===== config.mk =====
export PLATFORM = sky130hd
export DESIGN_NAME = anc_mc_sequencer
export DESIGN_NICKNAME = d
export VERILOG_FILES = /design/src/rtl/anc_pkg.sv /design/src/rtl/anc_delay_ram.sv /design/src/rtl/anc_mc_sequencer.sv
export SDC_FILE = /design/constraint.sdc
export NUM_CORES = 2
export LEC_CHECK = 0
export ABC_CLOCK_PERIOD_IN_PS = 9250
export CORE_MARGIN = 2
export CORE_UTILIZATION = 35
export CTS_CLUSTER_SIZE = 10
export DETAILED_ROUTE_END_ITERATION = 8
export SLEW_MARGIN = 10
export SYNTH_ARGS = -nofsm -noshare
export SYNTH_HDL_FRONTEND = slang
export SYNTH_SLANG_ARGS = --single-unit

===== constraint.sdc =====
create_clock -name clk -period 9.25 [get_ports clk]
set_input_delay 1.3875 -clock clk [delete_from_list [all_inputs] [get_ports clk]]
set_output_delay 1.3875 -clock clk [all_outputs]
set_load 0.05 [all_outputs]

===== src/rtl/anc_pkg.sv =====
// Shared types and arithmetic helpers for the multi-channel ANC sequencer.
package anc_pkg;

   localparam int DW_DEF  = 16;
   localparam int DSW_DEF = 5;

   typedef enum logic [2:0] {
      S_IDLE,
      S_READY,
      S_CALC,
      S_ISSUE,
      S_WAIT,
      S_OUT
   } state_t;

   // Round-half-up shift by dw-1, saturated to a signed dw-bit range.
   function automatic logic signed [63:0] sat_rshift(
      input logic signed [63:0] p,
      input int unsigned        dw
   );
      logic signed [63:0] r;
      logic signed [63:0] hi;
      logic signed [63:0] lo;
      r  = (p + (64'sd1 <<< (dw - 2))) >>> (dw - 1);
      hi = (64'sd1 <<< (dw - 1)) - 64'sd1;
      lo = -(64'sd1 <<< (dw - 1));
      if (r > hi) begin
         return hi;
      end else if (r < lo) begin
         return lo;
      end
      return r;
   endfunction

endpackage


===== src/rtl/anc_delay_ram.sv =====
// Per-channel x delay line with write pointer, fill tracking and
// registered read (delay 0 bypasses to the incoming sample).
module anc_delay_ram
   import anc_pkg::*;
#(
   parameter int CH  = 2,
   parameter int CHW = 1,
   parameter int DW  = DW_DEF,
   parameter int DSW = DSW_DEF
) (
   input  logic           clk,
   input  logic           rst,
   input  logic           we,
   input  logic [CHW-1:0] ch,
   input  logic [DW-1:0]  x_in,
   input  logic [DSW-1:0] sel,
   output logic [DW-1:0]  x_out,
   output logic           primed
);

   localparam int DEPTH = 2 ** DSW;

   logic [DW-1:0]  mem [CH][DEPTH];
   logic [DSW-1:0] wptr_q [CH];
   logic [DSW-1:0] wptr_d [CH];
   logic [DSW:0]   fill_q [CH];
   logic [DSW:0]   fill_d [CH];
   logic [DW-1:0]  x_q, x_d;
   logic           primed_q, primed_d;
   logic [DSW:0]   fill_nx;
   logic [DW-1:0]  rd;

   always_comb begin
      wptr_d   = wptr_q;
      fill_d   = fill_q;
      x_d      = x_q;
      primed_d = primed_q;
      fill_nx  = fill_q[ch];
      if (fill_q[ch] != (DSW+1)'(DEPTH)) begin
         fill_nx = fill_q[ch] + (DSW+1)'(1);
      end
      rd = (sel == '0) ? x_in : mem[ch][wptr_q[ch] - sel];
      if (we) begin
         wptr_d[ch] = wptr_q[ch] + DSW'(1);
         fill_d[ch] = fill_nx;
         primed_d   = fill_nx > {1'b0, sel};
         x_d        = primed_d ? rd : '0;
      end
   end

   always_ff @(posedge clk) begin
      if (rst) begin
         for (int i = 0; i < CH; i++) begin
            wptr_q[i] <= '0;
            fill_q[i] <= '0;
         end
         x_q      <= '0;
         primed_q <= 1'b0;
      end else begin
         wptr_q   <= wptr_d;
         fill_q   <= fill_d;
         x_q      <= x_d;
         primed_q <= primed_d;
      end
   end

   always_ff @(posedge clk) begin
      if (we) begin
         mem[ch][wptr_q[ch]] <= x_in;
      end
   end

   assign x_out  = x_q;
   assign primed = primed_q;

endmodule


===== src/rtl/anc_mc_sequencer.sv =====
// Multi-channel ANC sequencer sharing one FIR/weight engine via go/done,
// with per-channel x delay, LMS weight adjust and a fir_done watchdog.
module anc_mc_sequencer
   import anc_pkg::*;
#(
   parameter int CH  = 2,
   parameter int DW  = DW_DEF,
   parameter int DSW = DSW_DEF,
   parameter int TMO = 1023,
   localparam int CHW = (CH > 1) ? $clog2(CH) : 1
) (
   input  logic                 clk,
   input  logic                 rst,
   input  logic                 freeze,
   input  logic                 init_done,
   input  logic [DSW-1:0]       prog_delay_sel,
   input  logic                 bypass_mode_sel,
   input  logic                 in_valid,
   output logic                 in_ready,
   input  logic [CHW-1:0]       in_ch,
   input  logic signed [DW-1:0] e_in,
   input  logic signed [DW-1:0] x_in,
   input  logic signed [DW-1:0] a_in,
   input  logic signed [DW-1:0] u_in,
   output logic                 fir_go,
   output logic [CHW-1:0]       fir_ch,
   output logic signed [DW-1:0] fir_x,
   output logic signed [DW-1:0] fir_a,
   output logic signed [DW-1:0] fir_wadj,
   input  logic                 fir_done,
   input  logic signed [DW-1:0] fir_y,
   output logic                 out_valid,
   output logic [CHW-1:0]       out_ch,
   output logic signed [DW-1:0] out_sample,
   output logic                 err_tmo
);

   localparam int CW = $clog2(TMO + 1);

   state_t                state_q, state_d;
   logic [CHW-1:0]        ch_q, ch_d;
   logic signed [DW-1:0]  e_q, e_d, x_q, x_d;
   logic signed [DW-1:0]  a_q, a_d, u_q, u_d;
   logic signed [DW-1:0]  wadj_q, wadj_d, y_q, y_d;
   logic [CW-1:0]         cnt_q, cnt_d;
   logic                  pend_q, pend_d;
   logic                  tmo_q, tmo_d;
   logic signed [2*DW-1:0] prod;
   logic signed [63:0]    p64;
   logic signed [DW-1:0]  wadj_c;
   logic                  ch_ok, done_eff, ram_we, primed;
   logic [DW-1:0]         ram_x;

   assign prod   = e_q * u_q;
   assign p64    = {{(64-2*DW){prod[2*DW-1]}}, prod};
   assign wadj_c = DW'(sat_rshift(p64, DW));
   assign ch_ok  = 32'(in_ch) < CH;
   assign ram_we = (state_q == S_CALC) && !freeze;

   always_comb begin
      state_d  = state_q;
      ch_d     = ch_q;
      e_d      = e_q;
      x_d      = x_q;
      a_d      = a_q;
      u_d      = u_q;
      wadj_d   = wadj_q;
      y_d      = y_q;
      cnt_d    = cnt_q;
      pend_d   = pend_q;
      tmo_d    = tmo_q;
      done_eff = fir_done | pend_q;
      if (!freeze) begin
         pend_d = 1'b0;
         unique case (state_q)
            S_IDLE: if (init_done) state_d = S_READY;
            S_READY: begin
               if (in_valid && ch_ok) begin
                  ch_d    = in_ch;
                  e_d     = e_in;
                  x_d     = x_in;
                  a_d     = a_in;
                  u_d     = u_in;
                  state_d = S_CALC;
               end
            end
            S_CALC: begin
               wadj_d  = bypass_mode_sel ? '0 : wadj_c;
               state_d = S_ISSUE;
            end
            S_ISSUE: begin
               cnt_d   = '0;
               state_d = S_WAIT;
            end
            S_WAIT: begin
               if (done_eff) begin
                  y_d     = pend_q ? y_q : fir_y;
                  state_d = S_OUT;
               end else if (cnt_q == CW'(TMO - 1)) begin
                  tmo_d   = 1'b1;
                  y_d     = '0;
                  state_d = S_OUT;
               end else begin
                  cnt_d = cnt_q + CW'(1);
               end
            end
            S_OUT: state_d = init_done ? S_READY : S_IDLE;
            default: state_d = S_IDLE;
         endcase
      end else if (state_q == S_WAIT && fir_done && !pend_q) begin
         // fir_y is only valid with fir_done, so capture it now
         pend_d = 1'b1;
         y_d    = fir_y;
      end
   end

   always_ff @(posedge clk) begin
      if (rst) begin
         state_q <= S_IDLE;
         ch_q    <= '0;
         e_q     <= '0;
         x_q     <= '0;
         a_q     <= '0;
         u_q     <= '0;
         wadj_q  <= '0;
         y_q     <= '0;
         cnt_q   <= '0;
         pend_q  <= 1'b0;
         tmo_q   <= 1'b0;
      end else begin
         state_q <= state_d;
         ch_q    <= ch_d;
         e_q     <= e_d;
         x_q     <= x_d;
         a_q     <= a_d;
         u_q     <= u_d;
         wadj_q  <= wadj_d;
         y_q     <= y_d;
         cnt_q   <= cnt_d;
         pend_q  <= pend_d;
         tmo_q   <= tmo_d;
      end
   end

   anc_delay_ram #(
      .CH (CH),
      .CHW(CHW),
      .DW (DW),
      .DSW(DSW)
   ) u_dly (
      .clk   (clk),
      .rst   (rst),
      .we    (ram_we),
      .ch    (ch_q),
      .x_in  (x_q),
      .sel   (prog_delay_sel),
      .x_out (ram_x),
      .primed(primed)
   );

   assign in_ready   = (state_q == S_READY) && !freeze;
   assign fir_go     = (state_q == S_ISSUE) && !freeze;
   assign out_valid  = (state_q == S_OUT) && !freeze;
   assign fir_ch     = ch_q;
   assign fir_x      = ram_x;
   assign fir_a      = a_q;
   assign fir_wadj   = primed ? wadj_q : '0;
   assign out_ch     = ch_q;
   assign out_sample = y_q;
   assign err_tmo    = tmo_q;

endmodule


Yosys cells after proc, flatten, opt, wreduce, memory -nomap -nowiden
Memories as Yosys holds them, arrays and structs flattened. A register that Yosys moved wholly into a read port is not among the register bits.
Index checks and enable logic that the tools add are counted.

word-level totals
  flip-flop bits (word level) = 151
  memory bits (writable) = 1024
  input bits = 93
  logic and storage cells = 120
  memories = 1

memory list
  name       words  bits a word  read ports  clocked after Yosys merged registers in  write ports  RTL line             text
  u_dly.mem  2      512          1           1                                        1            anc_delay_ram.sv:23  logic [DW-1:0] mem [CH][DEPTH];

operators by class
  $add $sub $neg = 5
  $mul = 1
  order comparisons = 8
  equal/unequal tests = 14
  multiplexer cells = 46
  bitwise logic cells = 6
  reduce and logical (&&, ||, !) cells = 22

operators with widths
  kind                    number
  $mux 512                1
  $mux 16                 16
  $bmux 16 s5             1
  $demux 16 s5            1
  $add 32x16->33 const B  1
  $mul 16x16->32          1
  $mux 6                  5
  $mux 10                 2
  $mux 5                  4
  $pmux 10 s2             1
  $gt 18x16->1 const B    1
  $lt 18x16->1 const B    1
  $pmux 3 s6              1
  $reduce_and 4->1        4
  $bwmux 12               1
  $ge 6x6->1 const B      2
  $mux 3                  4
  $not 5->6               2
  $add 10x1->10 const B   1
  $bwmux 10               1
  $eq 10x10->1 const B    1
  $logic_and 1x1->1       8
  $ne 2x2->1 const B      4
  $add 6x1->6 const B     1
  other kinds (26)        37

Logic depth before layout (Yosys ltp)
  word-level depth = 11
  depth in mapped cells = 27
  gate-level depth less buffers = 24

Cells and area by module
Synthesis repeated with hierarchy kept, for this count alone.

second synthesis, totals
  cells, all modules = 3434
  area, all modules = 55797.3 µm²

modules (own cells, without submodules)
  module            times used  cells an instance  area an instance (µm²)  sequential area each (µm²)
  anc_delay_ram     1           1837               41675.0                 31530.2
  anc_mc_sequencer  1           1597               14122.3                 2242.2

Worst setup path before layout
No wires, ideal clock.

  path type = reg-to-reg
  from = register u_q[1]
  to = register wadj_q[4]
  setup time = 74 ps
  arrival time = 6372 ps
  required time = 9176 ps
  slack = 2804 ps
  stages on the path, launching flop included = 26
  path buffers = 3
  cell sequence = dfxtp_1 clkbuf_1 nand2_1 inv_1 fa_1 inv_1 fa_1 inv_1 fa_1 inv_1 fa_1 fa_1 fa_1 inv_1 ha_1 clkbuf_1 a21o_1 a21o_1 a21oi_1 nand2_1 nor3_1 a2bb2oi_2 a31o_2 buf_4 nand3_1 a31oi_1

on the way
  cells in the longest elaborated chain, start to end = 7
  elaborated cells between the ends (all ways) = 9
  those cells by class = add/sub: 1; mul: 1; order compare: 2; mux: 5

RTL lines
  item                      RTL line                 text
  start: declaration        anc_mc_sequencer.sv:43   logic signed [DW-1:0] a_q, a_d, u_q, u_d;
  start signal: assignment  anc_mc_sequencer.sv:136  u_q <= u_d;
  $mul 16x16->32 *          anc_mc_sequencer.sv:54   assign prod = e_q * u_q;
  $add 32x16->33 *          anc_pkg.sv:24            r = (p + (64'sd1 <<< (dw - 2))) >>> (dw - 1);
  $lt 18x16->1              anc_pkg.sv:29            end else if (r < lo) begin
  $mux 1                    anc_pkg.sv:29
  $mux 1                    anc_pkg.sv:27            if (r > hi) begin
  $mux 16 *                 anc_pkg.sv:32            return r;
  $mux 16 *                 anc_mc_sequencer.sv:88   wadj_d = bypass_mode_sel ? '0 : wadj_c;
  end signal: assignment    anc_mc_sequencer.sv:137  wadj_q <= wadj_d;
  end: declaration          anc_mc_sequencer.sv:44   logic signed [DW-1:0] wadj_q, wadj_d, y_q, y_d;

Every way passes the cells marked *; elsewhere a longest branch is shown, timed or not.
A chain may end at the register's enable or synchronous reset.

Worst setup path after layout
  from = register e_q[15]
  to = register wadj_q[13]

on the way
  cells in the longest elaborated chain, start to end = 7
  elaborated cells between the ends (all ways) = 9
  those cells by class = add/sub: 1; mul: 1; order compare: 2; mux: 5

RTL lines
  item                      RTL line                 text
  start: declaration        anc_mc_sequencer.sv:42   logic signed [DW-1:0] e_q, e_d, x_q, x_d;
  start signal: assignment  anc_mc_sequencer.sv:121  e_q <= '0;
  start signal: assignment  anc_mc_sequencer.sv:133  e_q <= e_d;
  $mul 16x16->32 *          anc_mc_sequencer.sv:54
  $add 32x16->33 *          anc_pkg.sv:24
  $lt 18x16->1              anc_pkg.sv:29
  $mux 1                    anc_pkg.sv:29
  $mux 1                    anc_pkg.sv:27
  $mux 16 *                 anc_pkg.sv:32
  $mux 16 *                 anc_mc_sequencer.sv:88

Marks and branches as above.

==> impl_metrics.ini <==
[sta]
skew_ns = 0.0353
post-route-min-period_ns = 7.27
drv_slew = 0
relSlewSlack = 0.257
fin_crit_sh = 0.786
hold_viol = 0
tightest_slew_ns = 1.11
rsz0062_at_grt = no
setup_viol = 0
setup_tns_ns = 0
fmax_mhz = 138

[worst_setup_path]
rrSetupSlack_ns = 1.98
r2r_start = e_q[15]
worstSetupStartpointType = register
path_class = reg -> reg
required_ns = 9.91
reg2reg_to = wadj_q[13]
end_kind = register
crit_path_max_fanout = 17
critPathArrivalTime_ns = 7.93
r2r_cells = 21

[min_path]
whs_endpoint = fir_a[0]
hp-start = fir_a[0]
whs_path_depth = 2
hp-class = reg -> reg

[outcome]
status = finished, final reports clean

[floorplan]
die_h_um = 402
ios = 163
initial_core_util = 0.353
die_w_um = 402
die_area_mm2 = 0.161
rows = 145
core-area_mm2 = 0.157

[drt]
ant_nets = 0
vias = 29800
first_iter_violations = 2930
wl_mm = 134
vias_per_cell = 5.14
remaining_drc_errors = 0
wl_per_cell_um = 23.0
drtPass1Iterations = 6

[synth]
syn_area_mm2 = 0.0554
synth_compound_area_frac = 0.0323
synth-edff-count = 1024
syn_nets = 3898
synthMuxAreaShare = 0.136
synth_seq_cells = 1176
ys_warn_count = 0
synth_top_flop_cell = edfxtp_1
synth_area_leaders = edfxtp_1 56%, mux4_2 13%, fa_1 9.7%
yosys.area_share.simple = 0.0607
ys_seq_area_frac = 0.610
synth_adder_area_share = 0.118
synth_xor_area_frac = 0.00709
yosys.area.top_type = edfxtp_1
synth_cell_types = 60
syn_inst = 3442
synth_top_family_by_area = multiplexers
ys_async_sr_fraction = 0
syn_avg_cell_area_um2 = 16.1
synth_top_area_share = 0.555

[run]
cap_violations = 0

[cells_and_area]
fill_cells = 14200
diodes = 0
syn_to_final_growth_pct = 15.0
final_common_cell = edfxtp_1
final_util = 0.406
drive_gt1_frac = 0.165
nets = 4127
design_area_mm2 = 0.0637
final_cell_mix = 1,024 x edfxtp_1, 347 x nand2_1, 320 x mux4_2

[global_routing]
grt_pass1_vias = 30900
antenna_found_initial = 1
grt_use_total = 0.168
grt_pass1_wl_mm = 202
grt.overflow.total = 0
grt_max_degree = 107

[placed_design]
globalplace.congestion = 0.871
hpwlAfterDp_mm = 87.7
placedInstanceArea_mm2 = 0.0596
portBuffers = 162

[clocking]
post_cts_buffers = 0
path_clk_slew_ns = 0.06
cts_buffers = 139
cts_root_buf = clkbuf_16
htreeDepth = 4
clock_sinks = 1176
cts_tree = yes
clockBufferDepth = 3
cts-resized-gates = 0
clkLatencyLatePin_ns = 0.75
postCtsHoldBufs = 0

[power_and_ir_drop]
leakage_nw = 24.0
pwr_density_cell_mw_per_mm2 = 176
ir_drop_mv = 0.179
## stage by stage
stage	hold slack, ns	cells	total power [mW]	worst slack (ns)
6_report	0.450	5805	11.2	1.98
5_1_grt	0.474	5805	11.5	1.42
4_1_cts	0.455	5805	11.3	2.01
3_5_place_dp	0.445	5588	6.32	2.04
3_3_place_gp	0.439	5588	6.32	2.22
2_1_floorplan	0.426	3442	6.13	2.80
## synthesized netlist by cell type, types with 16 or more instances
cell type and count:
and2_1 140, o21ai_1 20, buf_4 18, fa_1 268, nand3_1 32, ha_1 95, a31oi_1 19, mux2i_1 27
xor2_1 17, edfxtp_1 1024, mux4_2 320, buf_2 18, nor2b_1 20, a22oi_1 17, dfxtp_1 152, nand2_1 348
a21oi_1 129, nor2_1 149, a211oi_1 44, o21ai_0 16, xnor2_1 26, clkbuf_1 113, inv_1 308
## cells by family after synthesis
logic type / count (synthesis)
muxes: 350
and+or+nand+nor: 741
adders and majority gates: 363
DFF: 1176
xor gates and xnor gates: 44
buffers and inverters: 477
AOI/OAI and AO/OA: 291
## where the power goes
group          switching, mW  total (mW)  internal, mW
registers             0.0220        5.74          5.72
logic                  0.280       0.469         0.188
clock network           2.12        4.97          2.85
## critical path, cell delays in order, from the launching register on
cell and delay, ns:
dfxtp_1 0.50, nand2_1 0.21, inv_1 0.10, fa_1 0.76, inv_1 0.11, fa_1 0.53
inv_1 0.30, fa_1 0.50, fa_1 0.50, fa_1 0.49, inv_1 0.05, fa_1 0.47
inv_1 0.05, ha_1 0.43, and3_1 0.31, nor2b_1 0.22, nand3_1 0.14, o21ai_0 0.37
nor3_1 0.12, o21ai_1 0.25, nand3_1 0.42, a31oi_1 0.32
## final cells by class
cell class | instances | area, µm² | area share
Multi-Input combinational cell | 1789 | 19700 | 0.309
Clock buffer | 197 | 3740 | 0.0587
Clock inverter | 20 | 355 | 0.00558
Tap cell | 2058 | 2570 | 0.0404
Timing Repair Buffer | 257 | 2370 | 0.0372
Inverter | 308 | 1160 | 0.0182
Sequential cell | 1176 | 33800 | 0.531
## registers in the layout (all words and copies together), names as in the netlist, named ones only
signal,flops
err_tmo,1
u_dly.mem,1024
wadj_q,16
x_q,16
cnt_q,10
u_dly.x_out,16
pend_q,1
u_dly.wptr_q,10
out_sample,16
e_q,16
fir_a,16
u_dly.fill_q,12
u_dly.primed,1
state_q,3
u_q,16
fir_ch,1
## layer usage
metal / GRT usage / part of all wire / vias to the layer above
met2: 0.250 / 0.45 / 1007
met5: 0 / 0.000067 / -
met4: 0.0416 / 0.021 / 2
met1: 0.247 / 0.46 / 15600
li1: - / - / 13100
met3: 0.0391 / 0.074 / 165
## worst max path at each step
stage               startpoint          to  slack, ns  cells past startpoint
detailed placement     e_q[15]  wadj_q[13]       2.04                     21
global route           e_q[15]  wadj_q[13]       1.42                     21
floorplan               u_q[1]   wadj_q[4]       2.80                     25
global placement       e_q[15]  wadj_q[13]       2.22                     21
finish                 e_q[15]  wadj_q[13]       1.98                     21
CTS                    e_q[15]  wadj_q[13]       2.01                     21
Note: power is estimated with default switching activity, not from simulation.
